[config.mk]
export PLATFORM = sky130hd
export DESIGN_NAME = regfile_32x32_onehot_flat
export DESIGN_NICKNAME = d
export VERILOG_FILES = /design/src/rtl/regfile_32x32_onehot_if.sv /design/src/rtl/regfile_32x32_onehot.sv /design/src/flat_wrapper.sv
export SDC_FILE = /design/constraint.sdc
export NUM_CORES = 2
export LEC_CHECK = 0
export BUFFER_PORTS_ARGS = -buffer_cell sky130_fd_sc_hd__buf_2
export CORE_ASPECT_RATIO = 0.9
export CORE_MARGIN = 5
export CORE_UTILIZATION = 50
export DETAILED_ROUTE_END_ITERATION = 8
export GPL_TIMING_DRIVEN = 0
export PLACE_DENSITY = 0.74
export REMOVE_ABC_BUFFERS = 1
export SLEW_MARGIN = 30
export SYNTH_ARGS = -nofsm -noshare
export SYNTH_HDL_FRONTEND = slang
export SYNTH_SLANG_ARGS = --single-unit
[constraint.sdc]
create_clock -name clk -period 4.13 [get_ports clk]
set_input_delay 0.826 -clock clk [delete_from_list [all_inputs] [get_ports clk]]
set_output_delay 0.826 -clock clk [all_outputs]
set_load 0.1 [all_outputs]
[src/rtl/regfile_32x32_onehot_if.sv]
// Bus interface for the 32x32 register file: write port, two read ports, status.
// The master drives writes and read addresses; the slave is the register file.
interface regfile_32x32_onehot_if #(
  parameter int WIDTH = 32,
  parameter int DEPTH = 32
);
  logic             wr_en;
  logic [DEPTH-1:0] we_sel;
  logic [WIDTH-1:0] wr_data;
  logic [4:0]       rd_addr_a;
  logic [4:0]       rd_addr_b;
  logic [WIDTH-1:0] rd_data_a;
  logic [WIDTH-1:0] rd_data_b;
  logic             sel_err;
  logic [15:0]      wr_count;

  modport master (
    output wr_en, we_sel, wr_data, rd_addr_a, rd_addr_b,
    input  rd_data_a, rd_data_b, sel_err, wr_count
  );

  modport slave (
    input  wr_en, we_sel, wr_data, rd_addr_a, rd_addr_b,
    output rd_data_a, rd_data_b, sel_err, wr_count
  );
endinterface

[src/rtl/regfile_32x32_onehot.sv]
// 32x32 register file written through a one-hot select, with two combinational
// read ports, same-cycle write bypass, select validity checking and a write counter.
module regfile_32x32_onehot #(
  parameter int WIDTH = 32,
  parameter int DEPTH = 32
) (
  input  logic                   clk,
  input  logic                   rst_n,
  regfile_32x32_onehot_if.slave  rf
);

  logic [WIDTH-1:0] r_mem [DEPTH];
  logic             r_sel_err;
  logic [15:0]      r_wr_count;

  logic             w_sel_valid;
  logic             w_commit;
  logic             w_reject;
  logic [WIDTH-1:0] w_rd_a;
  logic [WIDTH-1:0] w_rd_b;

  // Exactly one bit set: nonzero, and clearing the lowest set bit leaves zero.
  assign w_sel_valid = (rf.we_sel != '0) && ((rf.we_sel & (rf.we_sel - 1'b1)) == '0);
  assign w_commit    = rf.wr_en &  w_sel_valid;
  assign w_reject    = rf.wr_en & ~w_sel_valid;

  // NOTE: the array is reset because every register must read 0 after reset;
  // this rules out a RAM macro and keeps the file in flops.
  always_ff @(posedge clk or negedge rst_n) begin
    if (!rst_n) begin
      for (int i = 0; i < DEPTH; i++) r_mem[i] <= '0;
      r_sel_err  <= 1'b0;
      r_wr_count <= '0;
    end else begin
      if (w_commit) begin
        // Entry 0 is never loaded, which keeps it hardwired to zero.
        for (int i = 1; i < DEPTH; i++) begin
          if (rf.we_sel[i]) r_mem[i] <= rf.wr_data;
        end
        if (r_wr_count != 16'hFFFF) r_wr_count <= r_wr_count + 16'd1;
      end
      if (w_reject) r_sel_err <= 1'b1;
    end
  end

  // NOTE: every signal in an always_comb gets a default first so no latch is inferred.
  always_comb begin
    w_rd_a = '0;
    w_rd_b = '0;
    if (rst_n) begin
      if (rf.rd_addr_a != 5'd0) begin
        w_rd_a = (w_commit && rf.we_sel[rf.rd_addr_a]) ? rf.wr_data : r_mem[rf.rd_addr_a];
      end
      if (rf.rd_addr_b != 5'd0) begin
        w_rd_b = (w_commit && rf.we_sel[rf.rd_addr_b]) ? rf.wr_data : r_mem[rf.rd_addr_b];
      end
    end
  end

  assign rf.rd_data_a = w_rd_a;
  assign rf.rd_data_b = w_rd_b;
  assign rf.sel_err   = r_sel_err;
  assign rf.wr_count  = r_wr_count;

endmodule
[src/flat_wrapper.sv]
// flat-port wrapper written by rule: the top's interface ports become plain ports
module regfile_32x32_onehot_flat 
#(
  parameter int WIDTH = 32,
  parameter int DEPTH = 32
)
  (clk, rst_n, rf_wr_en, rf_we_sel, rf_wr_data, rf_rd_addr_a, rf_rd_addr_b, rf_rd_data_a, rf_rd_data_b, rf_sel_err, rf_wr_count);
  regfile_32x32_onehot_if #(.WIDTH(WIDTH), .DEPTH(DEPTH)) rf_i ();
  input  logic clk;
  input  logic rst_n;
  input wire logic [$bits(rf_i.wr_en)-1:0] rf_wr_en;
  input wire logic [$bits(rf_i.we_sel)-1:0] rf_we_sel;
  input wire logic [$bits(rf_i.wr_data)-1:0] rf_wr_data;
  input wire logic [$bits(rf_i.rd_addr_a)-1:0] rf_rd_addr_a;
  input wire logic [$bits(rf_i.rd_addr_b)-1:0] rf_rd_addr_b;
  output wire logic [$bits(rf_i.rd_data_a)-1:0] rf_rd_data_a;
  output wire logic [$bits(rf_i.rd_data_b)-1:0] rf_rd_data_b;
  output wire logic [$bits(rf_i.sel_err)-1:0] rf_sel_err;
  output wire logic [$bits(rf_i.wr_count)-1:0] rf_wr_count;
  assign rf_i.wr_en = rf_wr_en;
  assign rf_i.we_sel = rf_we_sel;
  assign rf_i.wr_data = rf_wr_data;
  assign rf_i.rd_addr_a = rf_rd_addr_a;
  assign rf_i.rd_addr_b = rf_rd_addr_b;
  assign rf_rd_data_a = rf_i.rd_data_a;
  assign rf_rd_data_b = rf_i.rd_data_b;
  assign rf_sel_err = rf_i.sel_err;
  assign rf_wr_count = rf_i.wr_count;
  regfile_32x32_onehot #(.WIDTH(WIDTH), .DEPTH(DEPTH)) u_core (.clk(clk), .rst_n(rst_n), .rf(rf_i));
endmodule
==> key figures <==
STA
  – Maximum operating frequency: 0.219 GHz
  – Max_slew headroom: 0.364
  – Endpoints failing hold: 0
  – Count of pins over their slew limit: 0
  – Setup Viol. Count Final: 64
  – Worst setup margin: -0.432 ns
  – Least-Margin Pin Slew: 0.954 ns
  – Final Skew: 0.00240 ns
  – Period utilization: 1.10
  – Final total negative setup slack: -23.01 ns
  – RSZ-0062 raised after global routing: yes
  – Min Clock Period, post-route: 4.56 ns

Min path
  – Hold Crit Class: input port to asynchronous set/reset pin

Setup path
  – Worst path max stage delay: 0.52 ns
  – Critical Path RT: 3.30 ns
  – Setup CP Type: input port to primary output
  – Worst Setup Start Kind: input port
  – R2R setup slack: 2.14 ns
  – Worst-path maximum fanout: 9
  – Worst EP arrival: about 3.7 ns
  – Worst Setup End Kind: primary output
  – Cell Chain, Critical Path: buf_16, buf_16, buf_16, mux4_2, mux4_2, mux2_4, nand4_1, buf_6, buf_12, buf_12, o211ai_1, a21oi_2, buf_12
  – Slowest-stage cell, CP: mux4_2

Clock network
  – Total CTS buffers: 105
  – CTS tree: done
  – Worst-skew pair later-pin latency: about 0.68 ns
  – CTS clock-pin slew for the worst setup and hold paths: ~0.070 ns
  – Clock buffer depth: 3
  – Clk root buf: clkbuf_16
  – H-tree Lvls: 3
  – Clock Sinks: 1009

Routing
  – Initial DRC count: 3670
  – Routed wl met3: 15300 um
  – Wire length on met2: 80400 um
  – Routed vias: approximately 35000
  – Residual DRC: 0
  – First drt pass iteration count: 6
  – Drt wl/cell: ~33 um
  – Top sig layer: met5
  – Vias per inst: 6.89
  – Met1 wire length: 66600 um
  – Routed wire length: 170000 um
  – DRT antenna net count: 0

Die
  – Die area: between 100000 and 150000 um^2
  – Core Region: 113000 um^2
  – FP Rows: 117
  – Die width: 366 um
  – I/O pins: 158
  – Die H: 331 um
  – Initial Util: 0.504

Logic synthesis
  – Yosys warns: 32
  – Area contributors post-synth: dfrtp_1, mux4_2, mux2_1, mux2_4, buf_6
  – Share of the synthesized area in the top cell type: 0.442
  – Sequential element share of the synthesized area: 0.442
  – Post-synth top area cell: dfrtp_1
  – Post-synth ARST share: 1.00
  – Post-synth top cells: dfrtp_1, mux2_1, mux4_2, mux2_4, clkbuf_1
  – Synth Flop Type: dfrtp_1
  – Number of cells produced by synthesis: 3536
  – Syn Std Cell Area: ~57000 um^2
  – Post-synth EDFFs: 0
  – Most common cell in the netlist: dfrtp_1
  – Post-Syn Area per Cell: 16.2 um^2
  – Synth unique cells: 57
  – Yosys reg bits: approximately 1000

Run status
  – Status: finished, violations left
  – Failing checks: setup timing

Cells and area
  – Post-route cell area: 66600 um^2
  – Layout net count: 3636
  – Multi-input logic area: 30800 um^2
  – Share of cells above drive strength 1: 0.437
  – Area grow syn2layout: 16.5%
  – Utilization after layout: 0.587
  – FF+latch area: 25200 um^2
  – Non-filler cells, final: between 5000 and 6000
  – Fillers: 8320

Power
  – Worst vdd ir: 339 uV
  – Lkg Pwr: 31.9 nW
  – Power Density: 331 nW/um^2
  – Total chip power: 22.0 mW

Global route
  – Vias in the first global route: 36800
  – Initial antenna violation count: 11
  – First-pass GRT wire length: about 250000 um
  – Total GRT Usage: 0.279
  – Grt ovf: 0
  – Maximum number of pins on one net before global-route repair: 123

Placed design
  – I/O Buffers: 157
  – Post-DP HPWL: 85400 um
  – Placed cell area: 59200 um^2
  – Placed cell count: 4850
  – GPL Wtd Cong: 0.776

Job
  – Max-cap violation count: 0
power breakdown:
part | switching [mW] | internal [mW]
combinational | 1.27 | 0.688
sequential | 0.000000130 | 9.88
clock | 4.21 | 5.99
worst paths after layout:
| check | start | end | depth (start not counted) |
|---|---|---|---|
| max | rf_rd_addr_a[0] | rf_rd_data_a[5] | 13 |
| min | rst_n | u_core.r_mem[171]$_DFFE_PN0P_ | 2 |
| max reg2reg | u_core.rf.wr_count[0]$_DFFE_PN0P_ | u_core.rf.wr_count[1]$_DFFE_PN0P_ | 7 |
| min reg2reg | u_core.rf.sel_err$_DFFE_PN0P_ | u_core.rf.sel_err$_DFFE_PN0P_ | 1 |
| max in group asynchronous | rst_n | u_core.r_mem[840]$_DFFE_PN0P_ | 5 |
| min in group clk | rf_wr_en | u_core.rf.sel_err$_DFFE_PN0P_ | 2 |
what timing repair did:
| action | in CTS | in global routing |
|---|---|---|
| setup buffers | 44 | 14 |
| gates cloned | 29 | 2 |
| endpoints found under the setup margin | 64 | 64 |
| endpoints found under the hold margin | 30 | 0 |
| resized for setup | 400 | 120 |
| pin swaps | 50 | 52 |
| hold buffers | 1 | 0 |
per-layer routing:
metal | vias up | track usage
li1 | 13900 | -
met1 | 19200 | 0.378
met2 | 1771 | 0.452
met3 | 450 | 0.0625
met4 | 8 | 0.0954
met5 | - | 0
logic make-up (layout without fill, tap and decap cells):
family	Yosys count	after routing	share of synthesized area
compound gates	222	222	0.0274
xor+xnor	13	13	0.00199
fa+ha+maj	1	1	0.000219
buf+inv	386	492	0.0383
flops	1009	1009	0.442
mux	1656	1656	0.463
other cells	0	5	0
simple gates	249	249	0.0270
flip-flops by register name, indices dropped and copies added (netlist names):
signal / flops
u_core.r_mem: 992
u_core.rf.sel_err: 1
u_core.rf.wr_count: 16
critical path, delay by kind of cell:
family          cells  cell delay, ns
compound gates      2            0.37
mux                 3            1.31
simple gates        1            0.19
buf+inv             7            0.98
placed cells by master (no fill, tap or decap), drive strengths merged, types with 20 or more instances in the layout:
cell / synthesis / final
a21oi: 68 / 68
a22o: 63 / 63
buf: 168 / 276
bufbuf: 0 / 22
clkbuf: 217 / 156
clkinv: 0 / 20
dfrtp: 1009 / 1009
mux2: 1060 / 1060
mux4: 596 / 596
nand2: 110 / 110
nand2b: 64 / 64
o211ai: 64 / 64
per-stage QoR:
stage	setup slack [ns]	hold WS [ns]
final	-0.432	0.132
after global routing	-0.514	0.127
after CTS	-0.333	0.116
after detailed placement	-1.91	0.447
after global placement	-39.52	0.449
after floorplan	-2.10	0.475
final cells by class:
cell class / count / area share
antenna: 5 / 0.000188
clock buffer: 154 / 0.0468
clock inverter: 37 / 0.00891
inverter: 1 / 0.0000564
multi-input combinational: 2141 / 0.462
sequential: 1009 / 0.379
tap: 1487 / 0.0280
timing repair buffer: 300 / 0.0745
(Power assumes the default switching activity.)
